**src/rtl/sram_bus_controller.sv**
```systemverilog
// Single-byte read/write initiator for a 32Kx8 asynchronous SRAM.
// Sequences nCS/nOE/nWE with programmable setup, pulse and read intervals.
module sram_bus_controller #(
    parameter int ADDR_W    = 15,
    parameter int DATA_W    = 8,
    parameter int SETUP_CYC = 1,
    parameter int WE_CYC    = 2,
    parameter int READ_CYC  = 2
) (
    input  logic              clk,
    input  logic              nRST,
    input  logic              req_valid,
    output logic              req_ready,
    input  logic              req_write,
    input  logic [ADDR_W-1:0] req_addr,
    input  logic [DATA_W-1:0] req_wdata,
    output logic              resp_valid,
    output logic [DATA_W-1:0] resp_rdata,
    output logic [ADDR_W-1:0] sram_a,
    output logic [DATA_W-1:0] sram_d_write,
    input  logic [DATA_W-1:0] sram_d_read,
    output logic              sram_nCS,
    output logic              sram_nOE,
    output logic              sram_nWE
);

    typedef enum logic [2:0] {
        IDLE,
        W_SETUP,
        W_PULSE,
        W_HOLD,
        R_SETUP,
        R_OE,
        R_DONE
    } state_t;

    localparam logic [3:0] SETUP_LD = 4'(SETUP_CYC - 1);
    localparam logic [3:0] WE_LD    = 4'(WE_CYC - 1);
    localparam logic [3:0] READ_LD  = 4'(READ_CYC - 1);

    state_t              state_reg, state_next;
    logic [3:0]          cnt_reg, cnt_next;
    logic [ADDR_W-1:0]   addr_reg, addr_next;
    logic [DATA_W-1:0]   wdata_reg, wdata_next;
    logic [DATA_W-1:0]   rdata_reg, rdata_next;
    logic                ncs_reg, ncs_next;
    logic                noe_reg, noe_next;
    logic                nwe_reg, nwe_next;
    logic                resp_valid_reg, resp_valid_next;

    always_comb begin
        state_next      = state_reg;
        cnt_next        = (cnt_reg != 4'd0) ? cnt_reg - 4'd1 : 4'd0;
        addr_next       = addr_reg;
        wdata_next      = wdata_reg;
        rdata_next      = rdata_reg;

        case (state_reg)
            IDLE: begin
                if (req_valid) begin
                    addr_next = req_addr;
                    cnt_next  = SETUP_LD;
                    if (req_write) begin
                        wdata_next = req_wdata;
                        state_next = W_SETUP;
                    end else begin
                        state_next = R_SETUP;
                    end
                end
            end
            W_SETUP: begin
                if (cnt_reg == 4'd0) begin
                    state_next = W_PULSE;
                    cnt_next   = WE_LD;
                end
            end
            W_PULSE: begin
                if (cnt_reg == 4'd0) begin
                    state_next = W_HOLD;
                end
            end
            W_HOLD: state_next = IDLE;
            R_SETUP: begin
                if (cnt_reg == 4'd0) begin
                    state_next = R_OE;
                    cnt_next   = READ_LD;
                end
            end
            R_OE: begin
                // Data is sampled on the edge that closes the final nOE-low cycle.
                if (cnt_reg == 4'd0) begin
                    rdata_next = sram_d_read;
                    state_next = R_DONE;
                end
            end
            R_DONE:  state_next = IDLE;
            default: state_next = IDLE;
        endcase

        // Strobes are registered, so they are decoded from the state being entered.
        ncs_next        = !(state_next inside {W_SETUP, W_PULSE, W_HOLD, R_SETUP, R_OE});
        nwe_next        = (state_next != W_PULSE);
        noe_next        = (state_next != R_OE);
        resp_valid_next = (state_next inside {W_HOLD, R_DONE});
    end

    always_ff @(posedge clk or negedge nRST) begin
        if (!nRST) begin
            state_reg      <= IDLE;
            cnt_reg        <= 4'd0;
            addr_reg       <= '0;
            wdata_reg      <= '0;
            rdata_reg      <= '0;
            ncs_reg        <= 1'b1;
            noe_reg        <= 1'b1;
            nwe_reg        <= 1'b1;
            resp_valid_reg <= 1'b0;
        end else begin
            state_reg      <= state_next;
            cnt_reg        <= cnt_next;
            addr_reg       <= addr_next;
            wdata_reg      <= wdata_next;
            rdata_reg      <= rdata_next;
            ncs_reg        <= ncs_next;
            noe_reg        <= noe_next;
            nwe_reg        <= nwe_next;
            resp_valid_reg <= resp_valid_next;
        end
    end

    assign req_ready    = (state_reg == IDLE);
    assign resp_valid   = resp_valid_reg;
    assign resp_rdata   = rdata_reg;
    assign sram_a       = addr_reg;
    assign sram_d_write = wdata_reg;
    assign sram_nCS     = ncs_reg;
    assign sram_nOE     = noe_reg;
    assign sram_nWE     = nwe_reg;

endmodule

```
**config.mk**
```make
export PLATFORM = sky130hd
export DESIGN_NAME = sram_bus_controller
export DESIGN_NICKNAME = d
export VERILOG_FILES = /design/src/rtl/sram_bus_controller.sv
export SDC_FILE = /design/constraint.sdc
export NUM_CORES = 1
export LEC_CHECK = 0
export BUFFER_PORTS_ARGS = -buffer_cell sky130_fd_sc_hd__buf_2
export CAP_MARGIN = 0
export CORE_AREA = 2 2 46 91
export CTS_CLUSTER_SIZE = 28
export DETAILED_ROUTE_END_ITERATION = 12
export DIE_AREA = 0 0 48 93
export GPL_TIMING_DRIVEN = 0
export PLACE_DENSITY_LB_ADDON = 0.1
export SLEW_MARGIN = 20
export SYNTH_ARGS = -nofsm -noshare
export SYNTH_HDL_FRONTEND = slang
export SYNTH_SLANG_ARGS = --single-unit
```
**constraint.sdc**
```tcl
create_clock -name clk -period 2.17 [get_ports clk]
set_clock_uncertainty 0.05 [all_clocks]
set_input_delay 0.217 -clock clk [delete_from_list [all_inputs] [get_ports clk]]
set_output_delay 0.217 -clock clk [all_outputs]
set_load 0.02 [all_outputs]
```
==> impl_metrics.env, run 1 <==
export IMPL_outcome="completed"
export IMPL_slew_headroom_pct=39.81
export IMPL_overflow=0
export IMPL_syn_to_final_growth_pct=30.49
export IMPL_ys_async_sr_fraction_pct=100.0
export IMPL_place_congestion=0.7413
export IMPL_track_usage_pct=16.35
export IMPL_cp_required_ns=2.29
export IMPL_yosysUniqueCellTypes=28
export IMPL_worst_pin_slew_ns=0.9028
export IMPL_synth_seq_cells=42
export IMPL_floorplan_initialDensity_pct=45.20
export IMPL_n_fill_cell=327
export IMPL_drv_cap=0
export IMPL_holdWs_ns=0.008758
export IMPL_path_max_fanout=8
export IMPL_regArea_mm2=0.001055
export IMPL_synth_edff_count=0
export IMPL_largest_register_ff_count=15
export IMPL_routed_wl_um=3241
export IMPL_firstDrtPassIters=1
export IMPL_syn_num_nets=155
export IMPL_grt_first_pass_wirelength_um=5250
export IMPL_drc_errors=0
export IMPL_ys_top_cells_by_count="dfrtp_1, mux2_2, nor2_1"
export IMPL_layout_nets=232
export IMPL_wl_per_cell_um=13.12
export IMPL_syn_avg_cell_area_um2=14.57
export IMPL_fin_area_mm2=0.002243
export IMPL_fp_row_count=32
export IMPL_cts_resized_gates=0
export IMPL_place_area_mm2=0.002133
export IMPL_core_area_mm2=0.003804
export IMPL_critPathCaptureType="flip-flop"
export IMPL_drive_gt1_share_pct=60.71
export IMPL_setup_tns_ns=0
export IMPL_n_antenna_cell=0
export IMPL_syn_inst=118
export IMPL_powerDensity_mw_per_mm2=1611
export IMPL_ioPinCount=71
export IMPL_cts_buffers=5
export IMPL_insertion_delay_ns=0.28
export IMPL_vdd_drop_max_mv=1.049
export IMPL_die_area_mm2=0.004464
export IMPL_yosys_area_top_type="dfrtp_1"
export IMPL_htree_levels=2
export IMPL_clock_path_buffers=2
export IMPL_final_antenna_net_count=0
export IMPL_crit_type="reg2reg"
export IMPL_syn_area_mm2=0.001719
export IMPL_postCtsHoldBufs=0
export IMPL_grt_max_degree=43
export IMPL_fin_util_pct=58.98
export IMPL_post_cts_setup_buffers=0
export IMPL_yosys_top_cells_area="dfrtp_1, mux2_2, dfstp_2"
export IMPL_via_count=1214
export IMPL_multiInputGateArea_um2=628.1
export IMPL_grt_pass1_vias=1257
export IMPL_routed_via_density=4.915
export IMPL_ys_seq_area_share_pct=61.35
export IMPL_synth_warnings=0
export IMPL_antenna_found_initial=0
export IMPL_yosysMostFrequentCell="dfrtp_1"
export IMPL_drt_iter0_drc=0
export IMPL_cts_num_sinks=42
export IMPL_cp_arrival_ns=2.04
export IMPL_place_hpwl_um=2529
export IMPL_port_buffers=70
export IMPL_leakage_nw=1.092
export IMPL_worstSetupStartpointType="flip-flop"
export IMPL_finalHoldViolations=0
export IMPL_finalSetupViolCount=0
export IMPL_drv_slew=0
export IMPL_post_route_period_util_pct=88.17
export IMPL_dieHeight_um=93
export IMPL_die_w_um=48
export IMPL_cts_tree="done"
export IMPL_grt_setup_unrepaired="false"
export IMPL_ctsRootBufferMaster="clkbuf_8"
export IMPL_fin_crit_ns=1.913
export IMPL_fmax_mhz=522.7
export IMPL_hold_class="in2async"
export IMPL_synth_top_area_share_pct=56.77
export IMPL_synth_main_ff_cell="dfrtp_1"
export IMPL_clk_pin_slew_ns=0.07
-- cell families (layout without fill, tap and decap cells) --
kind of cell / after synthesis / in the layout / synth area share, %
AOI/OAI and AO/OA: 6 / 6 / 2.402
xor gates and xnor gates: 4 / 4 / 2.038
adders and majority gates: 2 / 2 / 1.455
buffers and inverters: 7 / 85 / 2.111
DFF: 42 / 42 / 61.35
muxes: 31 / 31 / 20.31
and+or+nand+nor: 26 / 26 / 10.33
-- cell type report --
class / count / area share, %
sequential: 42 / 47.02
multi-input combinational: 69 / 28.00
timing repair buffer: 70 / 15.62
clock buffer: 8 / 4.908
tap: 51 / 2.844
buffer: 5 / 1.283
inverter: 2 / 0.3346
-- power breakdown --
part | leakage, nW | internal [mW] | switching, mW
Clock | 0.0575 | 0.321 | 0.245
Combinational | 0.531 | 0.730 | 0.937
Sequential | 0.503 | 1.18 | 0.203
-- per-stage QoR --
stage | setup WS (ns) | cells | power (mW)
floorplan | 0.3793 | 118 | 2.549
global placement | 0.2746 | 239 | 3.029
detailed placement | 0.2507 | 239 | 3.091
CTS | 0.2414 | 247 | 3.672
global route | 0.1153 | 247 | 3.871
finish | 0.2567 | 247 | 3.614
-- layer usage --
| metal | GRT usage [%] | vias up | wire length (um) |
|---|---|---|---|
| li1 | - | 565 | - |
| met1 | 16.75 | 605 | 1123 |
| met2 | 29.33 | 40 | 1910 |
| met3 | 3.861 | 4 | 157 |
| met4 | 6.306 | 0 | 49 |
| met5 | 0 | - | 0 |
-- cells in the final DEF, fill, tap and decap left out, drive strengths merged --
cell type	instances
dfrtp	39
a31oi	1
nor2	7
nor3b	2
buf	73
or3b	2
inv	2
a21o	1
xnor2	4
nand3b	4
ha	2
nor3	2
mux2	31
o21a	1
a311o	1
dfstp	3
or2	1
a21oi	2
nor4	1
or3	2
nor4b	1
nand2	4
clkbuf	10
-- worst paths after layout --
kind                                              from                           to  slack, ns  depth (start not counted)
min                                               nRST       sram_a[11]$_DFFE_PN0P_      0.009                          1
min reg2reg                sram_d_write[1]$_DFFE_PN0P_  sram_d_write[1]$_DFFE_PN0P_       0.45                          1
max in group asynchronous                         nRST    resp_rdata[2]$_DFFE_PN0P_       1.51                          1
max reg2reg                       cnt_reg[0]$_DFF_PN0_    resp_rdata[5]$_DFFE_PN0P_       0.26                          6
min in group clk                          req_wdata[1]  sram_d_write[1]$_DFFE_PN0P_       0.09                          2
max                               cnt_reg[0]$_DFF_PN0_    resp_rdata[5]$_DFFE_PN0P_       0.26                          6
-- critical path, stage by stage (launching register included) --
cell     delay, ns
dfrtp_1       0.38
inv_1         0.10
ha_1          0.16
or3b_1        0.33
buf_2         0.18
nor2_4        0.24
mux2_2        0.37
No activity file was read; power rests on OpenSTA's default activity.
==> inputs of run 2 (changes only) <==
--- a/config.mk
+++ b/config.mk
@@ -11,7 +11,6 @@
 export CTS_CLUSTER_SIZE = 28
 export DETAILED_ROUTE_END_ITERATION = 12
 export DIE_AREA = 0 0 48 93
-export GPL_TIMING_DRIVEN = 0
 export PLACE_DENSITY_LB_ADDON = 0.1
 export SLEW_MARGIN = 20
 export SYNTH_ARGS = -nofsm -noshare
==> impl_metrics.env, run 2 (same netlist as run 1, synthesis figures left out) <==
export IMPL_grt_setup_unrepaired="false"
export IMPL_critPathCaptureType="flip-flop"
export IMPL_die_area_mm2=0.004464
export IMPL_setup_tns_ns=0
export IMPL_overflow=0
export IMPL_drive_gt1_share_pct=61.54
export IMPL_fp_row_count=32
export IMPL_outcome="completed"
export IMPL_clock_path_buffers=2
export IMPL_hold_class="in2async"
export IMPL_crit_type="reg2reg"
export IMPL_syn_to_final_growth_pct=30.57
export IMPL_core_area_mm2=0.003804
export IMPL_via_count=1187
export IMPL_cp_required_ns=2.30
export IMPL_post_route_period_util_pct=90.47
export IMPL_cp_arrival_ns=2.09
export IMPL_leakage_nw=1.097
export IMPL_die_w_um=48
export IMPL_cts_buffers=5
export IMPL_mostFrequentLayoutCell="buf_2"
export IMPL_dieHeight_um=93
export IMPL_finalHoldViolations=0
export IMPL_grt_pass1_vias=1291
export IMPL_ctsRootBufferMaster="clkbuf_8"
export IMPL_largest_register_ff_count=15
export IMPL_place_hpwl_um=2502
export IMPL_place_congestion=0.8080
export IMPL_drc_errors=0
export IMPL_worstSetupStartpointType="flip-flop"
export IMPL_layout_common_cells="buf_2, dfrtp_1, mux2_2, clkbuf_8, nor2_1"
export IMPL_final_antenna_net_count=0
export IMPL_post_cts_setup_buffers=0
export IMPL_vdd_drop_max_mv=0.8394
export IMPL_port_buffers=70
export IMPL_drv_cap=0
export IMPL_drt_iter0_drc=28
export IMPL_finalSetupViolCount=0
export IMPL_fin_area_mm2=0.002245
export IMPL_n_antenna_cell=0
export IMPL_htree_levels=2
export IMPL_worst_pin_slew_ns=0.9450
export IMPL_antenna_found_initial=0
export IMPL_routed_via_density=4.825
export IMPL_postCtsHoldBufs=0
export IMPL_cts_num_sinks=42
export IMPL_track_usage_pct=17.63
export IMPL_fin_crit_ns=1.963
export IMPL_ioPinCount=71
export IMPL_path_max_fanout=8
export IMPL_cts_resized_gates=0
export IMPL_slew_headroom_pct=37.00
export IMPL_floorplan_initialDensity_pct=45.20
export IMPL_n_fill_cell=334
export IMPL_cts_tree="done"
export IMPL_grt_first_pass_wirelength_um=5506
export IMPL_place_area_mm2=0.002135
export IMPL_firstDrtPassIters=4
export IMPL_powerDensity_mw_per_mm2=1621
export IMPL_fmax_mhz=509.3
export IMPL_routed_wl_um=3370
export IMPL_insertion_delay_ns=0.29
export IMPL_power_mw=3.638
export IMPL_layout_nets=231
export IMPL_clk_pin_slew_ns=0.08
export IMPL_fin_util_pct=59.01
export IMPL_wl_per_cell_um=13.70
export IMPL_drv_slew=0
export IMPL_grt_max_degree=43
[run 2: area by class of cell]
class | instances | area [um2] | area share [%]
multi-input cells | 69 | 628.1 | 27.98
flip-flops and latches | 42 | 1055 | 46.99
clock buffers | 8 | 110.1 | 4.905
well taps | 51 | 63.81 | 2.843
repair buffers | 74 | 380.4 | 16.95
inverters | 2 | 7.507 | 0.3344
[run 2: layer usage]
layer	share of wire [%]	routed length (um)	vias to the layer above	global-route usage [%]
met2	56	1893	44	28.44
met4	2.8	93	0	9.910
met1	36	1221	577	19.79
met3	4.8	161	6	4.440
met5	0	0	-	0
li1	-	-	560	-
[run 2: path summary, 6_finish.rpt]
kind                                              from                           to  slack [ns]  cells after the start
setup / recovery                  cnt_reg[0]$_DFF_PN0_    resp_rdata[5]$_DFFE_PN0P_        0.21                      5
hold / removal                                    nRST       state_reg[0]$_DFF_PN0_        0.02                      1
setup reg to reg                  cnt_reg[0]$_DFF_PN0_    resp_rdata[5]$_DFFE_PN0P_        0.21                      5
hold reg to reg            sram_d_write[1]$_DFFE_PN0P_  sram_d_write[1]$_DFFE_PN0P_        0.45                      1
max in group asynchronous                         nRST    resp_rdata[0]$_DFFE_PN0P_        1.47                      1
min in group clk                          req_wdata[1]  sram_d_write[1]$_DFFE_PN0P_        0.09                      2
[run 2: power breakdown]
| group | switching [mW] | internal, mW | total [mW] |
|---|---|---|---|
| Combinational | 0.949 | 0.743 | 1.69 |
| Sequential | 0.195 | 1.18 | 1.37 |
| Clock | 0.252 | 0.321 | 0.573 |
| Total | 1.40 | 2.24 | 3.64 |
[run 2: critical path, cell delays in order (launching register included)]
cell	delay [ns]
dfrtp_1	0.39
inv_1	0.10
ha_1	0.17
or3b_1	0.50
nor2_4	0.28
mux2_2	0.37
[run 2: stage by stage]
stage / std cells / hold WS [ns] / setup WS (ns)
final: 246 / 0.02305 / 0.2067
after global routing: 246 / 0.08063 / 0.07472
after CTS: 246 / 0.03082 / 0.1928
after detailed placement: 238 / 0.3509 / 0.2062
after global placement: 238 / 0.3296 / 0.2848
after floorplan: 118 / -0.1286 / 0.3793
